===== src/rtl/mips_pkg.sv =====
// Shared types for the MIPS memory unit: access sizes, FSM states and bus widths.
package mips_pkg;

  localparam int unsigned DATA_W = 32;
  localparam int unsigned BE_W   = DATA_W / 8;

  typedef enum logic [1:0] {
    SIZE_BYTE = 2'd0,
    SIZE_HALF = 2'd1,
    SIZE_WORD = 2'd2
  } mem_size_t;

  typedef enum logic [1:0] {
    IDLE   = 2'd0,
    BUS    = 2'd1,
    RDWAIT = 2'd2,
    RESP   = 2'd3
  } memu_state_t;

endpackage


===== src/rtl/mips_lane_align.sv =====
// Little-endian lane steering: byteenable/writedata for stores, lane extract and extend for loads.
module mips_lane_align
  import mips_pkg::*;
(
  input  mem_size_t           size,
  input  logic [1:0]          addr_lo,
  input  logic                is_signed,
  input  logic [DATA_W-1:0]   wdata,
  input  logic [DATA_W-1:0]   rdata,
  output logic [BE_W-1:0]     byteenable,
  output logic [DATA_W-1:0]   writedata,
  output logic [DATA_W-1:0]   load_value,
  output logic                misaligned
);

  logic [DATA_W-1:0] shifted;
  logic [7:0]        lane_b;
  logic [15:0]       lane_h;

  always_comb begin
    shifted = rdata >> {addr_lo, 3'b000};
    lane_b  = shifted[7:0];
    lane_h  = addr_lo[1] ? rdata[31:16] : rdata[15:0];

    byteenable = 4'b1111;
    writedata  = wdata;
    load_value = rdata;
    misaligned = 1'b0;

    case (size)
      SIZE_BYTE: begin
        byteenable = 4'b0001 << addr_lo;
        writedata  = {4{wdata[7:0]}};
        load_value = {{24{is_signed & lane_b[7]}}, lane_b};
      end
      SIZE_HALF: begin
        misaligned = addr_lo[0];
        byteenable = addr_lo[1] ? 4'b1100 : 4'b0011;
        writedata  = {2{wdata[15:0]}};
        load_value = {{16{is_signed & lane_h[15]}}, lane_h};
      end
      default: begin
        misaligned = (addr_lo != 2'b00);
      end
    endcase
  end

endmodule


===== src/rtl/mips_mem_unit.sv =====
// Single-outstanding Avalon-MM load/store master with waitrequest timeout and fixed read latency.
module mips_mem_unit
  import mips_pkg::*;
#(
  parameter int unsigned ADDR_W       = 32,
  parameter int unsigned RD_LATENCY   = 1,
  parameter int unsigned WAIT_TIMEOUT = 0
) (
  input  logic                clk,
  input  logic                reset,
  input  logic                req_valid,
  output logic                req_ready,
  input  logic                req_write,
  input  mem_size_t           req_size,
  input  logic                req_signed,
  input  logic [ADDR_W-1:0]   req_addr,
  input  logic [DATA_W-1:0]   req_wdata,
  output logic                resp_valid,
  output logic [DATA_W-1:0]   resp_rdata,
  output logic                resp_error,
  output logic [ADDR_W-1:0]   address,
  output logic                read,
  output logic                write,
  input  logic                waitrequest,
  output logic [DATA_W-1:0]   writedata,
  output logic [BE_W-1:0]     byteenable,
  input  logic [DATA_W-1:0]   readdata
);

  localparam int unsigned TO_W  = (WAIT_TIMEOUT > 1) ? $clog2(WAIT_TIMEOUT) : 1;
  localparam int unsigned LAT_W = 2;

  memu_state_t       state;
  mem_size_t         size_q;
  logic [1:0]        addr_lo_q;
  logic              signed_q;
  logic [TO_W-1:0]   wait_cnt;
  logic [LAT_W-1:0]  lat_cnt;

  mem_size_t         al_size;
  logic [1:0]        al_addr_lo;
  logic              al_signed;
  logic [BE_W-1:0]   al_be;
  logic [DATA_W-1:0] al_wdata;
  logic [DATA_W-1:0] al_load;
  logic              al_misaligned;
  logic              timeout_c;
  logic              lat_done_c;

  // In IDLE the aligner decodes the incoming request; afterwards it decodes the captured one.
  always_comb begin
    al_size    = (state == IDLE) ? req_size       : size_q;
    al_addr_lo = (state == IDLE) ? req_addr[1:0]  : addr_lo_q;
    al_signed  = (state == IDLE) ? req_signed     : signed_q;
    timeout_c  = (WAIT_TIMEOUT != 0) && (wait_cnt == TO_W'(WAIT_TIMEOUT - 1));
    lat_done_c = (lat_cnt == LAT_W'(RD_LATENCY - 1));
  end

  mips_lane_align u_align (
    .size       (al_size),
    .addr_lo    (al_addr_lo),
    .is_signed  (al_signed),
    .wdata      (req_wdata),
    .rdata      (readdata),
    .byteenable (al_be),
    .writedata  (al_wdata),
    .load_value (al_load),
    .misaligned (al_misaligned)
  );

  always_ff @(posedge clk) begin
    if (reset) begin
      state      <= IDLE;
      req_ready  <= 1'b1;
      size_q     <= SIZE_BYTE;
      addr_lo_q  <= 2'b00;
      signed_q   <= 1'b0;
      wait_cnt   <= '0;
      lat_cnt    <= '0;
      resp_valid <= 1'b0;
      resp_rdata <= '0;
      resp_error <= 1'b0;
      address    <= '0;
      read       <= 1'b0;
      write      <= 1'b0;
      writedata  <= '0;
      byteenable <= '0;
    end else begin
      resp_valid <= 1'b0;
      case (state)
        IDLE: begin
          if (req_valid) begin
            size_q    <= req_size;
            addr_lo_q <= req_addr[1:0];
            signed_q  <= req_signed;
            wait_cnt  <= '0;
            lat_cnt   <= '0;
            if (al_misaligned) begin
              resp_valid <= 1'b1;
              resp_error <= 1'b1;
              resp_rdata <= '0;
            end else begin
              address    <= {req_addr[ADDR_W-1:2], 2'b00};
              byteenable <= al_be;
              writedata  <= al_wdata;
              read       <= ~req_write;
              write      <= req_write;
              state      <= BUS;
              req_ready  <= 1'b0;
            end
          end
        end
        BUS: begin
          if (!waitrequest) begin
            read  <= 1'b0;
            write <= 1'b0;
            if (write) begin
              resp_valid <= 1'b1;
              resp_error <= 1'b0;
              resp_rdata <= '0;
              state      <= IDLE;
              req_ready  <= 1'b1;
            end else begin
              state <= RDWAIT;
            end
          end else if (timeout_c) begin
            // Deliberate protocol abort: the slave never released waitrequest.
            read       <= 1'b0;
            write      <= 1'b0;
            resp_valid <= 1'b1;
            resp_error <= 1'b1;
            resp_rdata <= '0;
            state      <= IDLE;
            req_ready  <= 1'b1;
          end else begin
            wait_cnt <= wait_cnt + TO_W'(1);
          end
        end
        RDWAIT: begin
          if (lat_done_c) begin
            resp_valid <= 1'b1;
            resp_error <= 1'b0;
            resp_rdata <= al_load;
            state      <= IDLE;
            req_ready  <= 1'b1;
          end else begin
            lat_cnt <= lat_cnt + LAT_W'(1);
          end
        end
        default: begin
          state     <= IDLE;
          req_ready <= 1'b1;
        end
      endcase
    end
  end

endmodule


===== config.mk =====
export PLATFORM = sky130hd
export DESIGN_NAME = mips_mem_unit
export DESIGN_NICKNAME = d
export VERILOG_FILES = /design/src/rtl/mips_pkg.sv /design/src/rtl/mips_lane_align.sv /design/src/rtl/mips_mem_unit.sv
export SDC_FILE = /design/constraint.sdc
export NUM_CORES = 1
export LEC_CHECK = 0
export BUFFER_PORTS_ARGS = -buffer_cell sky130_fd_sc_hd__buf_2
export CORE_ASPECT_RATIO = 0.9
export CORE_MARGIN = 5
export CORE_UTILIZATION = 45
export DETAILED_ROUTE_END_ITERATION = 7
export PLACE_DENSITY = 0.84
export SYNTH_ARGS = -nofsm -noshare
export SYNTH_HDL_FRONTEND = slang
export SYNTH_HIERARCHICAL = 1
export SYNTH_SLANG_ARGS = --single-unit

===== constraint.sdc =====
create_clock -name clk -period 2.6 [get_ports clk]
set_input_delay 0.13 -clock clk [delete_from_list [all_inputs] [get_ports clk]]
set_output_delay 0.13 -clock clk [all_outputs]
set_load 0.05 [all_outputs]

After elaboration in Yosys (flattened, before gate mapping). Cells that the tools add are included.

Flip-flop bits (word level): 112. Input port bits: 104. Output and inout bits: 105. Logic and storage cells: 94.

Add/sub/neg operators: 1. Equality and inequality tests: 10. Shifts and indexed selects: 2. Multiplexer cells: 49. Bitwise gates (word level): 4. Reduce and logical (&&, ||, !) cells: 14.

Operators with widths (number): 2-to-1 mux 32 bit (5); one-hot mux 32 bit (2 select lines) (2); one-hot mux 32 bit (3 select lines) (1); >> shifter 32 x 5 -> 8 bit (1); 2-to-1 mux 1 bit (21); 2-to-1 mux 2 bit (9); 2-to-1 mux 16 bit (1); != test 2 bit (second input constant) (7); one-hot mux 1 bit (3 select lines) (3); one-hot mux 4 bit (2 select lines) (1); AND reduction 4 bit (2); logical NOT 2 bit (3); one-hot mux 1 bit (2 select lines) (3); one-hot mux 2 bit (3 select lines) (1); AND reduction 3 bit (2); AND reduction 6 bit (1); nonzero test 2 bit (3); AND reduction 5 bit (1); == test 2 x 1 -> 1 bit (second input constant) (2); 2-to-1 mux 4 bit (1); one-hot mux 2 bit (2 select lines) (1); << shifter 1 x 2 -> 4 bit (first input constant) (1); nonzero test 3 bit (1); adder 2 x 1 -> 2 bit (second input constant) (1); other kinds (4) (6).

Depth between registers and ports, before layout.
Depth after elaboration: 7. Gate-level depth with buffers: 14. Mapped depth without buffers: 9.

By module. The synthesis kept the hierarchy.

Modules (own cells, without submodules): mips_mem_unit (instances 1, cells each 521, area an instance 4330.4 um^2, seq. area each 2242.2 um^2); mips_lane_align (instances 1, cells each 174, area an instance 1295.0 um^2, seq. area each 0.0 um^2).

Least setup slack after synthesis. No wires, ideal clock.

Path type: register to register. Start: register state[0]. End: register writedata[10]. Library setup time: 0.071 ns. Arrival time: 2.626 ns. Required time: 2.529 ns. Setup slack: -0.097 ns. Stages on the path, launching flop included: 15. Path buffers: 5. Period minus slack after synthesis: 2.697 ns. Path through: dfxtp_1 > inv_1 > ha_1 > buf_2 > mux2_2 > buf_2 > buf_2 > a21oi_1 > nor2_1 > inv_1 > nand3_1 > buf_2 > buf_1 > nand2_1 > a21oi_1.

Longest elaborated chain between the ends: 6. Elaborated cells on any way between the ends: 10. Classes of those cells: eq/ne: 1; mux: 4; bitwise: 1; reduce/logical: 4.

RTL lines: start: declaration (RTL line mips_mem_unit.sv:33) `memu_state_t state;`; start signal: assignment (RTL line mips_mem_unit.sv:73) `state <= IDLE;`; start signal: assignment (RTL line mips_mem_unit.sv:108) `state <= BUS;`; start signal: assignment (RTL line mips_mem_unit.sv:121) `state <= IDLE;`; logical NOT 2 bit (*) (RTL line mips_mem_unit.sv:52) `al_size = (state == IDLE) ? req_size : size_q;`; 2-to-1 mux 2 bit (*) (RTL line mips_mem_unit.sv:52); named net al_size[1] (RTL line mips_mem_unit.sv:40) `mem_size_t al_size;`; == test 2 x 1 -> 1 bit / logical NOT 2 bit (equally long branches) (RTL line mips_lane_align.sv:30) `case (size)`; one-hot mux 1 bit (2 select lines) (*) (RTL line mips_lane_align.sv:30); named net al_misaligned (RTL line mips_mem_unit.sv:46) `logic al_misaligned;`; inverter 1 bit (no line) (*); AND reduction 3 bit (no line) (*); end signal: assignment (RTL line mips_mem_unit.sv:105) `writedata <= al_wdata;`; end: declaration (RTL line mips_mem_unit.sv:25) `output logic [DATA_W-1:0] writedata,`.

Mark *: on every way through the listed nets, which the timed path passes. The rest lies on a longest branch. A chain may end at the register's enable or synchronous reset.

Final worst setup path.
Start: register state[0]. End: register resp_rdata[1].

Longest elaborated chain between the ends: 6. Elaborated cells on any way between the ends: 21. Classes of those cells: eq/ne: 8; shift: 1; mux: 7; reduce/logical: 5.

RTL lines: logical NOT 2 bit (*) (RTL line mips_mem_unit.sv:53) `al_addr_lo = (state == IDLE) ? req_addr[1:0] : addr_lo_q;`; 2-to-1 mux 2 bit (*) (RTL line mips_mem_unit.sv:53); named net al_addr_lo[1] (RTL line mips_mem_unit.sv:41) `logic [1:0] al_addr_lo;`; >> shifter 32 x 5 -> 8 bit / 2-to-1 mux 16 bit (equally long branches) (RTL line mips_lane_align.sv:21, mips_lane_align.sv:23); one-hot mux 32 bit (2 select lines) (*) (RTL line mips_lane_align.sv:30); named net al_load[1] (RTL line mips_mem_unit.sv:45) `logic [DATA_W-1:0] al_load;`; 2-to-1 mux 32 bit (*) (RTL line mips_mem_unit.sv:140) `if (lat_done_c) begin`; one-hot mux 32 bit (3 select lines) (*) (RTL line mips_mem_unit.sv:90) `case (state)`; end signal: assignment (RTL line mips_mem_unit.sv:143) `resp_rdata <= al_load;`; end: declaration (RTL line mips_mem_unit.sv:19) `output logic [DATA_W-1:0] resp_rdata,`.

Mark *: on every way through the listed nets, which the timed path passes. The rest lies on a longest branch. The select of a mux whose other input is x is not followed.

==> results by group <==
Logic synthesis
  – Area leader, netlist: dfxtp_1
  – Yosys reg bits: 112
  – Avg Inst Size Synth: 8.09 µm²
  – EDFF count, synth: 0
  – Ys async rst share: 0%
  – Synth top area cells: dfxtp_1 (40%), nand2_1 (15%), mux2i_1 (8.9%)
  – Yosys warnings: 6
  – Post-Syn Area: 5630 µm²
  – Synth Flop Type: dfxtp_1
  – Top-area cell type share of the netlist area: about two fifths
  – Synth cell types: 47
  – Synthesized instance count: around 700
  – Synth cell count leaders: nand2_1 (223), dfxtp_1 (112), a21oi_1 (75)
  – Post-synthesis sequential area ratio: 39.9%
  – Top-count cell post-synth: nand2_1

Timing
  – Final Hold Vio Count: 0
  – Final slew viol count: 0
  – Setup_tns: 0 ns
  – Rel. slew slack: 55.7%
  – Peak Freq: 0.407 GHz
  – Setup-failing EPs final: 0
  – Period utilization: 94.4%
  – Worst-margin pin slew: 0.664 ns
  – Worst setup margin: 0.145 ns
  – Hold_ws: 0.0127 ns
  – RSZ-0062 raised after global routing: no
  – Tmin final: 2.45 ns
  – Clock skew: 0.00554 ns

Placement
  – Routability congestion estimate: 0.909
  – Post-DP HPWL: 12200 µm
  – IO buf count: around 210
  – Place WS: 0.0715 ns

Setup path
  – R2R Path Start: state[0]
  – Worst EP required: 2.83 ns
  – Worst Setup SP: state[0]
  – R2R depth: 9
  – Worst R2R End: resp_rdata[1]
  – R2R Setup Slk: 0.15 ns
  – Worst setup path end: resp_rdata[1]
  – Startpoint types: flop
  – Crit path capture type: flop
  – CP arrival: 2.69 ns
  – Crit path max fanout: 12
  – WS Path Type: flop to flop

Pwr
  – Power after layout: around 0.0080 W
  – Pwr dens: 1130 nW/µm²
  – Leakage: 3.28 nW
  – Max IR drop VDD: 0.000708 V

Worst hold path
  – Hold crit path type: input port to flop
  – Hold depth: 3

Floorplan
  – Die ar.: 14800 µm²
  – Initial Utilization: 46.2%
  – Die Wd: 128 µm
  – Core ar.: 12200 µm²
  – Row count: 38
  – Die Ht: 116 µm
  – Num ports: 209

Global routing
  – Gr usage total: 21.5%
  – Initial antenna violation count: 1
  – Grt ovf: 0
  – Vias in the first global route: 5024
  – Pin count of the biggest net entering global routing: 60
  – Global-route wire length before repair: 25900 µm

Drt
  – Antenna viol nets, final: 0
  – # DRC: 0
  – Via count: 5398
  – DRT Wirelength: 16900 µm
  – Initial DRC count: 479
  – Routed wire length per instance: between 15 and 20 µm
  – DR vias/cell: 5.25
  – DR pass1 iterations: 5

Final layout
  – Share of layout cells above drive strength 1: 31.8%
  – Final Core Density: between 50% and 60%
  – Filler cells: approximately 1100
  – Area Growth Syn to Fin: 25.1%
  – Nets: about 980
  – # diodes: 0

Clock tree
  – CTS tree: built
  – Clk_lat worst skew: 0.35 ns
  – Clock buffer depth: 2
  – CTS root buffer: clkbuf_16
  – H-tree Lvls: 3
  – Num Clock Sinks: about 110
  – CTS Buf Count: 9
  – Clock slew at reported path FFs: 0.08 ns

Outcome
  – Outcome: complete, no violations

Run
  – Max-Cap Viols: 0
stage by stage:
stage | cell area, µm² | instances
finish | 7040 | 1028
global route | 7040 | 1028
CTS | 6990 | 1027
detailed placement | 6660 | 1011
global placement | 6660 | 1011
floorplan | 5650 | 696
cell usage in the layout (no fill, tap or decap), drive strengths merged, types with 4 or more instances in the layout:
master  synthesis  routed
a22oi           9       9
inv             7      11
a221o           7       7
mux2i          50      50
nor2b          22      22
ha              8       8
o22ai          16      16
nor2           16      16
nand2b          4       4
nand3           7       7
nand2         223     223
mux2           24      24
clkbuf         26      10
o21bai          4       4
buf            43     224
a21oi          75      75
o221ai          8       8
o21ai          10      10
dfxtp         112     112
final cells by class:
cell class | instances | area, µm² | share of cell area (%)
repair buffers | 225 | 1230 | 17.5
multi-input cells | 507 | 3000 | 42.6
well taps | 160 | 200 | 2.85
flip-flops and latches | 112 | 2240 | 31.9
clock buffers | 9 | 225 | 3.20
inverters | 8 | 30.0 | 0.427
clock inverters | 7 | 109 | 1.55
power breakdown:
group,leakage (nW),internal [W],switching (W)
registers,0.912,0.00202,0.000145
clock network,0.164,0.000868,0.000678
logic,2.20,0.00144,0.00283
flip-flops by register name, indices dropped and copies added, names as in the netlist:
| register | cells |
|---|---|
| writedata | 32 |
| resp_valid | 1 |
| write | 1 |
| addr_lo_q | 2 |
| resp_error | 1 |
| signed_q | 1 |
| read | 1 |
| address | 30 |
| byteenable | 4 |
| req_ready | 1 |
| resp_rdata | 32 |
| lat_cnt | 2 |
| state | 2 |
| size_q | 2 |
critical path, cell delays in order, from the launching register on:
cell and delay, ns:
dfxtp_1 0.32, inv_1 0.12, ha_2 0.28, mux2_2 0.43
buf_4 0.22, inv_1 0.34, nor3_4 0.13, a221o_1 0.36
nand2_1 0.07, mux2i_1 0.07
kinds of logic after synthesis:
group	count (synthesis)	synth area share [%]
adders and majority gates	8	1.78
DFF	112	39.9
AOI/OAI and AO/OA	138	15.2
muxes	75	14.6
other	1	0.0667
buffers and inverters	77	7.41
and+or+nand+nor	284	21.1
worst min path at each step:
| stage | start | to | slack, ns |
|---|---|---|---|
| after floorplan | req_addr[10] | address[10] | 0.27 |
| after global placement | req_addr[4] | address[4] | 0.37 |
| after detailed placement | req_addr[4] | address[4] | 0.38 |
| after CTS | req_addr[18] | address[18] | 0.001 |
| after global routing | req_addr[20] | address[20] | 0.01 |
| final | req_addr[18] | address[18] | 0.01 |
repair_timing:
item,4_1_cts,5_1_grt
endpoints found under the setup margin,0,77
hold buffers,0,0
buffers inserted,0,0
gates resized for setup,0,5
routing by layer:
layer | vias up | track usage (%) | part of all wire, % | routed length [µm]
met1 | 2502 | 29.6 | 44 | 7370
met2 | 203 | 33.8 | 48 | 8110
met4 | 2 | 6.93 | 1.9 | 315
met3 | 30 | 4.84 | 6.6 | 1130
met5 | - | 0 | 0.11 | 18
li1 | 2661 | - | - | -
Power figures use the tool's default switching activity.
